## config.mk

```make
export PLATFORM = sky130hd
export DESIGN_NAME = rr_response_router
export DESIGN_NICKNAME = d
export VERILOG_FILES = /design/src/rtl/rr_response_router.sv
export SDC_FILE = /design/constraint.sdc
export NUM_CORES = 1
export LEC_CHECK = 0
export ABC_CLOCK_PERIOD_IN_PS = 1900
export BUFFER_PORTS_ARGS = -buffer_cell sky130_fd_sc_hd__buf_4
export CAP_MARGIN = 5
export CORE_MARGIN = 4
export CORE_UTILIZATION = 47
export CTS_CLUSTER_SIZE = 16
export DETAILED_ROUTE_END_ITERATION = 8
export GPL_TIMING_DRIVEN = 0
export PLACE_DENSITY = 0.81
export SYNTH_ARGS = -nofsm -noshare
export SYNTH_HDL_FRONTEND = slang
export SYNTH_SLANG_ARGS = --single-unit
```

## constraint.sdc

```tcl
create_clock -name clk -period 1.9 [get_ports clk]
set_input_delay 0.095 -clock clk [delete_from_list [all_inputs] [get_ports clk]]
set_output_delay 0.095 -clock clk [all_outputs]
set_load 0.005 [all_outputs]
```

## src/rtl/rr_response_router.sv

```systemverilog
// -----------------------------------------------------------------------------
// rr_response_router
//
// Return path of the round-robin PLM scheduler. Every kernel (bank/port pair)
// remembers which consumer it granted on each cycle. That tag is delayed by
// the PLM read latency, then the PLM output word (for a read) or a write
// acknowledge is steered to the granted consumer's response registers.
//
// Parameters
//   ADDR_WIDTH   request address width (informational, must match scheduler)
//   VALUE_WIDTH  data word width
//   NCONSUMERS   number of consumers
//   NBANKS       number of PLM banks
//   NPORTS       ports per bank (1 or 2)
//   PLM_LATENCY  PLM read latency in cycles (1..4)
//
// Ports
//   clk              rising-edge clock
//   reset_n          asynchronous active-low reset
//   grant_valid      [NKERNELS]        kernel issued an eligible request
//   grant_consumer   [NKERNELS][CID_W] consumer granted by each kernel
//   grant_wr         [NKERNELS]        granted request is a write
//   plm_outputs      [NKERNELS][VW]    PLM read data, PLM_LATENCY after grant
//   resp_valid       [NCONSUMERS]      one-cycle response strobe
//   resp_wr          [NCONSUMERS]      response is a write acknowledge
//   resp_data        [NCONSUMERS][VW]  read data, zero for write acks
//   collision        sticky: two kernels hit one consumer in a delivery cycle
//   bad_consumer     sticky: out-of-range consumer index seen on a grant
//   collision_count  saturating count of cycles with a collision
// -----------------------------------------------------------------------------
module rr_response_router #(
  parameter int ADDR_WIDTH  = 4,
  parameter int VALUE_WIDTH = 8,
  parameter int NCONSUMERS  = 2,
  parameter int NBANKS      = 1,
  parameter int NPORTS      = 1,
  parameter int PLM_LATENCY = 1,
  localparam int CID_W      = (NCONSUMERS > 1) ? $clog2(NCONSUMERS) : 1,
  localparam int NKERNELS   = NBANKS * NPORTS
) (
  input  logic                                   clk,
  input  logic                                   reset_n,
  input  logic [NKERNELS-1:0]                    grant_valid,
  input  logic [NKERNELS-1:0][CID_W-1:0]         grant_consumer,
  input  logic [NKERNELS-1:0]                    grant_wr,
  input  logic [NKERNELS-1:0][VALUE_WIDTH-1:0]   plm_outputs,
  output logic [NCONSUMERS-1:0]                  resp_valid,
  output logic [NCONSUMERS-1:0]                  resp_wr,
  output logic [NCONSUMERS-1:0][VALUE_WIDTH-1:0] resp_data,
  output logic                                   collision,
  output logic                                   bad_consumer,
  output logic [7:0]                             collision_count
);

  // ---------------------------------------------------------------------------
  // Elaboration-time parameter checks
  // ---------------------------------------------------------------------------
  if (NPORTS < 1 || NPORTS > 2) begin : g_bad_nports
    $error("rr_response_router: NPORTS must be 1 or 2");
  end
  if (PLM_LATENCY < 1 || PLM_LATENCY > 4) begin : g_bad_latency
    $error("rr_response_router: PLM_LATENCY must be in 1..4");
  end
  if (NCONSUMERS < 1 || NBANKS < 1 || VALUE_WIDTH < 1 || ADDR_WIDTH < 1) begin : g_bad_sizes
    $error("rr_response_router: NCONSUMERS, NBANKS, VALUE_WIDTH, ADDR_WIDTH must be >= 1");
  end

  // Tag leaving the last pipeline stage of each kernel; it lines up with the
  // PLM word currently on plm_outputs for that kernel.
  logic [NKERNELS-1:0]            dlv_valid;
  logic [NKERNELS-1:0][CID_W-1:0] dlv_cons;
  logic [NKERNELS-1:0]            dlv_wr;
  logic [NKERNELS-1:0]            grant_bad;

  // ---------------------------------------------------------------------------
  // Per-kernel tag pipeline
  // ---------------------------------------------------------------------------
  for (genvar gi = 0; gi < NKERNELS; gi++) begin : g_kernel
    logic [PLM_LATENCY-1:0]            tag_valid_q, tag_valid_d;
    logic [PLM_LATENCY-1:0][CID_W-1:0] tag_cons_q, tag_cons_d;
    logic [PLM_LATENCY-1:0]            tag_wr_q, tag_wr_d;
    logic                              in_range;

    // When NCONSUMERS is a power of two this is constant true and folds away.
    assign in_range = (int'(grant_consumer[gi]) < NCONSUMERS);

    always_comb begin
      tag_valid_d = tag_valid_q;
      tag_cons_d  = tag_cons_q;
      tag_wr_d    = tag_wr_q;
      // Stage 0 reloads every clock; an out-of-range consumer becomes a
      // bubble so it can never reach a response register.
      tag_valid_d[0] = grant_valid[gi] & in_range;
      tag_cons_d[0]  = grant_consumer[gi];
      tag_wr_d[0]    = grant_wr[gi];
      for (int s = 1; s < PLM_LATENCY; s++) begin
        tag_valid_d[s] = tag_valid_q[s-1];
        tag_cons_d[s]  = tag_cons_q[s-1];
        tag_wr_d[s]    = tag_wr_q[s-1];
      end
    end

    always_ff @(posedge clk or negedge reset_n) begin
      if (!reset_n) begin
        tag_valid_q <= '0;
        tag_cons_q  <= '0;
        tag_wr_q    <= '0;
      end else begin
        tag_valid_q <= tag_valid_d;
        tag_cons_q  <= tag_cons_d;
        tag_wr_q    <= tag_wr_d;
      end
    end

    assign dlv_valid[gi] = tag_valid_q[PLM_LATENCY-1];
    assign dlv_cons[gi]  = tag_cons_q[PLM_LATENCY-1];
    assign dlv_wr[gi]    = tag_wr_q[PLM_LATENCY-1];
    assign grant_bad[gi] = grant_valid[gi] & ~in_range;
  end

  // ---------------------------------------------------------------------------
  // Per-consumer delivery selection
  // ---------------------------------------------------------------------------
  logic [NCONSUMERS-1:0]                  resp_valid_d, resp_valid_q;
  logic [NCONSUMERS-1:0]                  resp_wr_d, resp_wr_q;
  logic [NCONSUMERS-1:0][VALUE_WIDTH-1:0] resp_data_d, resp_data_q;
  logic [NCONSUMERS-1:0]                  cons_clash;

  for (genvar gi = 0; gi < NCONSUMERS; gi++) begin : g_cons
    logic                   win_valid;
    logic                   win_wr;
    logic [VALUE_WIDTH-1:0] win_data;
    logic                   clash;

    // Scan kernels in ascending K_ID: the first delivering tag naming this
    // consumer wins, any later one only flags the clash and is dropped.
    always_comb begin
      win_valid = 1'b0;
      win_wr    = 1'b0;
      win_data  = '0;
      clash     = 1'b0;
      for (int k = 0; k < NKERNELS; k++) begin
        if (dlv_valid[k] && (int'(dlv_cons[k]) == gi)) begin
          if (win_valid) begin
            clash = 1'b1;
          end else begin
            win_valid = 1'b1;
            win_wr    = dlv_wr[k];
            win_data  = dlv_wr[k] ? '0 : plm_outputs[k];
          end
        end
      end
    end

    assign resp_valid_d[gi] = win_valid;
    assign resp_wr_d[gi]    = win_wr;
    assign resp_data_d[gi]  = win_data;
    assign cons_clash[gi]   = clash;
  end

  // ---------------------------------------------------------------------------
  // Sticky status
  // ---------------------------------------------------------------------------
  logic       collision_d, collision_q;
  logic       bad_consumer_d, bad_consumer_q;
  logic [7:0] collision_count_d, collision_count_q;
  logic       any_clash;

  always_comb begin
    any_clash         = |cons_clash;
    collision_d       = collision_q | any_clash;
    bad_consumer_d    = bad_consumer_q | (|grant_bad);
    collision_count_d = collision_count_q;
    // One increment per cycle however many consumers clashed; hold at 255.
    if (any_clash && (collision_count_q != 8'hFF)) begin
      collision_count_d = collision_count_q + 8'd1;
    end
  end

  always_ff @(posedge clk or negedge reset_n) begin
    if (!reset_n) begin
      resp_valid_q      <= '0;
      resp_wr_q         <= '0;
      resp_data_q       <= '0;
      collision_q       <= 1'b0;
      bad_consumer_q    <= 1'b0;
      collision_count_q <= '0;
    end else begin
      resp_valid_q      <= resp_valid_d;
      resp_wr_q         <= resp_wr_d;
      resp_data_q       <= resp_data_d;
      collision_q       <= collision_d;
      bad_consumer_q    <= bad_consumer_d;
      collision_count_q <= collision_count_d;
    end
  end

  assign resp_valid      = resp_valid_q;
  assign resp_wr         = resp_wr_q;
  assign resp_data       = resp_data_q;
  assign collision       = collision_q;
  assign bad_consumer    = bad_consumer_q;
  assign collision_count = collision_count_q;

endmodule

```

## Word level (Yosys, flattened, before mapping)

Index checks and enable logic that the tools add are counted.

| operators by class | value |
|---|---|
| multiplexer cells | 7 |
| bitwise gates (word level) | 1 |
| reduce and logical (&&, ||, !) cells | 2 |

Operators with widths:

| cell | number |
|---|---|
| 2-to-1 mux 8 bit | 3 |
| 2-to-1 mux 1 bit | 4 |
| logical AND 1 bit | 2 |
| NOT 1 bit | 1 |

| word-level totals | value |
|---|---|
| register bits | 23 |
| input bits | 13 |
| output and inout bits | 30 |
| logic and storage cells | 17 |

## Longest topological paths before layout

| logic depth | value |
|---|---|
| depth after elaboration | 3 |
| gate-level depth with buffers | 2 |
| depth with buffers taken out | 1 |

## Least setup slack after synthesis

Ideal clock, no wire load.

| timing | value |
|---|---|
| kind | register -> register |
| start point | register g_kernel[0].tag_wr_q (netlist: dlv_wr) |
| end point | register resp_wr_q[0] (netlist: resp_wr[0]) |
| library setup time | 0.121 ns |
| arrival time | 0.735 ns |
| required time | 1.779 ns |
| setup slack | 1.045 ns |
| cell stages (with the launch flop) | 3 |
| path buffers | 1 |
| period minus slack after synthesis | 0.855 ns |
| path through | dfrtp_1 -> buf_6 -> and3b_2 |

| on the way | value |
|---|---|
| longest elaborated chain between the ends | 1 |

RTL lines:

| element | line | RTL |
|---|---|---|
| start: declaration | 81 | `logic [PLM_LATENCY-1:0] tag_wr_q, tag_wr_d;` |
| start signal: assignment | 111 | `tag_wr_q <= tag_wr_d;` |
| 2-to-1 mux 1 bit | 143 | `if (dlv_valid[k] && (int'(dlv_cons[k]) == gi)) begin` |
| named net g_cons[0].win_wr | 131 | `logic win_wr;` |
| end signal: assignment | 190 | `resp_wr_q <= resp_wr_d;` |
| end: declaration | 125 | `logic [NCONSUMERS-1:0] resp_wr_d, resp_wr_q;` |

The timed path passes the listed nets, and every way through them passes these cells.

## Worst setup path in the final report

| timing | value |
|---|---|
| start point | register g_kernel[0].tag_cons_q (netlist: dlv_cons) |
| end point | register resp_wr_q[0] (netlist: resp_wr[0]) |

| on the way | value |
|---|---|
| longest elaborated chain between the ends | 3 |

RTL lines:

| element | line | RTL |
|---|---|---|
| start: declaration | 80 | `logic [PLM_LATENCY-1:0][CID_W-1:0] tag_cons_q, tag_cons_d;` |
| start signal: assignment | 110 | `tag_cons_q <= tag_cons_d;` |
| NOT 1 bit | 143 |  |
| logical AND 1 bit | 143 |  |
| 2-to-1 mux 1 bit | 143 |  |
| named net g_cons[0].win_wr | 131 |  |

The timed path passes the listed nets, and every way through them passes these cells.

==> impl_metrics.env <==
export IMPL_crit_chain="clkbuf_1, and3b_2"
export IMPL_via_count=573
export IMPL_timing_final_ws_setup_ps=923.5
export IMPL_max_stage_delay_ps=350
export IMPL_worstRegToRegCells=2
export IMPL_leakagePower_nw=0.7022
export IMPL_die_area_um2=2662
export IMPL_critPathCaptureType="register"
export IMPL_antenna_found_initial=0
export IMPL_core_um2=1764
export IMPL_die_h_um=51.60
export IMPL_synth_area_per_cell_um2=15.14
export IMPL_detail_route_antenna_nets=0
export IMPL_yosys_area_top_type="dfrtp_1"
export IMPL_power_share_sequential=0.616
export IMPL_critical_path_top_delay_family="flip-flops"
export IMPL_tns_ps=0
export IMPL_synthArstFlopShare=1.000
export IMPL_routed_wirelength_um=1661
export IMPL_cts_path_max_buffers=2
export IMPL_p_sw_frac=0.2140
export IMPL_place_hpwl_um=1198
export IMPL_drc=0
export IMPL_pwr_share_comb=0.132
export IMPL_cts_reportedPaths_clkPinSlew_ps=110
export IMPL_yosysWarnings=0
export IMPL_ios=43
export IMPL_rr_endpoint="resp_wr[0]$_DFF_PN0_"
export IMPL_wl_per_cell_um=12.49
export IMPL_drv_slew=0
export IMPL_clock_skew_ps=2.985
export IMPL_rsz0062_at_grt="no"
export IMPL_synth_area_um2=893.4
export IMPL_cp_max_fo=10
export IMPL_fmax_mhz=1024
export IMPL_clkPwrFrac=0.252
export IMPL_first_global_vias=568
export IMPL_yosysSeqAreaShare=0.6443
export IMPL_final_min_clock_period_ps=976.5
export IMPL_synth_seq_cells=23
export IMPL_worstHoldPathType="in -> reg"
export IMPL_drt_iter0_drc=7
export IMPL_yosys_top_cells_area="dfrtp_1, and4bb_2, and4b_1"
export IMPL_power_internal_mw=0.6523
export IMPL_crit_required_ps=2090
export IMPL_post_cts_buffers=0
export IMPL_grt_use_total=0.1298
export IMPL_crit_slowest_cell="dfrtp_1"
export IMPL_antenna_cells=0
export IMPL_cts_made_buffers=3
export IMPL_ys_types=12
export IMPL_clkSinkCount=23
export IMPL_io_buffers=32
export IMPL_hold_violations=0
export IMPL_synth_most_common_cell="dfrtp_1"
export IMPL_worstReg2RegStart="dlv_cons$_DFF_PN0_"
export IMPL_gr_total_overflow=0
export IMPL_initial_core_util=0.5064
export IMPL_synth_edff_count=0
export IMPL_n_fill_cell=136
export IMPL_critical_path_buf_inv_count=1
export IMPL_irDropWorstVdd_uv=541.8
export IMPL_critPathLaunchType="register"
export IMPL_worstHoldStart="plm_outputs[0]"
export IMPL_synth_common_cells="dfrtp_1, buf_4, and4b_1, and4bb_2"
export IMPL_max_cap_violations=0
export IMPL_viasPerCell=4.308
export IMPL_h_tree_depth=1
export IMPL_synth_cells=59
export IMPL_dp_slack_ps=937.4
export IMPL_grt_pass1_wl_um=2532
export IMPL_power_density_nw_per_um2=656.1
export IMPL_ys_flop_type="dfrtp_1"
export IMPL_first_pass_iters=3
export IMPL_setup_violations=0
export IMPL_clock_latency_ps=290
export IMPL_core_rowCount=15
export IMPL_synth_top_area_share=0.6443
export IMPL_clock_root_buffer="clkbuf_4"
export IMPL_area_delta_synth_final_pct=41.60
export IMPL_crit_type="reg -> reg"
export IMPL_grt_start_max_net_pins=24
export IMPL_nNetsFinal=122
export IMPL_finalCritPeriodShare=0.5139
export IMPL_holdPathEnd="resp_data[8]$_DFF_PN0_"
export IMPL_cp_arrival_ps=1170
export IMPL_min_path_cells=2
export IMPL_drive_gt1_frac=0.5370
export IMPL_power_switching_mw=0.1776
export IMPL_cts_tree="built"
export IMPL_status="complete, no violations"
export IMPL_die_w_um=51.60
export IMPL_r2r_setup_slack_ps=920
export IMPL_gp_congestion=0.7368
[power groups by stage]
| stage | registers, mW | logic, mW | clock network (mW) |
|---|---|---|---|
| floorplan | 0.522 | 0.0456 | 0 |
| detailed placement | 0.521 | 0.102 | 0 |
| global route | 0.513 | 0.120 | 0.239 |
| finish | 0.511 | 0.109 | 0.209 |
| CTS | 0.511 | 0.109 | 0.214 |
| global placement | 0.521 | 0.100 | 0 |
[placed cells by master (no fill, tap or decap)]
cell type and count:
nor2b_1 1, and2_1 1, and4b_1 8, dfrtp_1 23, buf_6 1, and3b_2 1, buf_2 2, clkbuf_1 3
conb_1 10, buf_4 42, clkbuf_4 3, dlygate4sd3_1 4, and3_2 1, and4bb_2 8
[metrics by stage]
stage	cells	area, um2	hold WS [ps]	util	power, mW
6_report	133	1265	73.41	0.7170	0.8299
5_1_grt	133	1265	55.04	0.7170	0.8722
4_1_cts	133	1265	66.67	0.7170	0.8337
3_5_place_dp	125	1199	-5.194	0.6794	0.6230
3_3_place_gp	125	1199	-7.051	0.6794	0.6209
2_1_floorplan	68	927.1	-200.6	-	0.5674
[flip-flops by register name (all words and copies together), names as in the netlist]
name,count
resp_wr,2
resp_data,16
dlv_cons,1
dlv_valid,1
resp_valid,2
dlv_wr,1
[cell type report]
type / instances / area (um2) / share of cell area
sequential: 23 / 575.6 / 0.4550
multi-input combinational: 30 / 247.7 / 0.1958
buffer: 15 / 103.9 / 0.08210
timing repair buffer: 36 / 280.3 / 0.2216
clock buffer: 4 / 26.28 / 0.02077
tap: 25 / 31.28 / 0.02473
[cells by family after synthesis]
logic type | count (synthesis) | synth area share
other | 1 | 0.004198
DFF | 23 | 0.6443
buffers and inverters | 15 | 0.1162
and+or+nand+nor | 20 | 0.2353
[timing repair]
action	4_1_cts	5_1_grt
setup endpoints to repair	0	0
hold buffers	4	0
resized for setup	0	0
endpoints found under the hold margin	26	0
[worst max path at each step]
stage	from	end	slack (ps)	depth (start not counted)
detailed placement	dlv_wr$_DFF_PN0_	resp_data[11]$_DFF_PN0_	940	2
finish	dlv_cons$_DFF_PN0_	resp_wr[0]$_DFF_PN0_	920	2
global placement	dlv_cons$_DFF_PN0_	resp_wr[0]$_DFF_PN0_	950	2
CTS	dlv_wr$_DFF_PN0_	resp_data[11]$_DFF_PN0_	930	2
global route	dlv_wr$_DFF_PN0_	resp_data[15]$_DFF_PN0_	880	2
floorplan	dlv_wr$_DFF_PN0_	resp_wr[0]$_DFF_PN0_	1040	2
[worst register-to-register path: cells and delay by family (launching register included)]
| kind | cells | cell delay [ps] |
|---|---|---|
| flops | 1 | 350 |
| buf+inv | 1 | 280 |
| simple gates | 1 | 250 |
[routing by layer]
layer  vias to the layer above  global-route usage  wire (um)
met2                        26              0.2203        861
met3                         2             0.03438        132
li1                        282                   -          -
met1                       263              0.1498        652
met5                         -                   0          0
met4                         0             0.06550         14
Note: power is estimated with default switching activity, not from simulation.
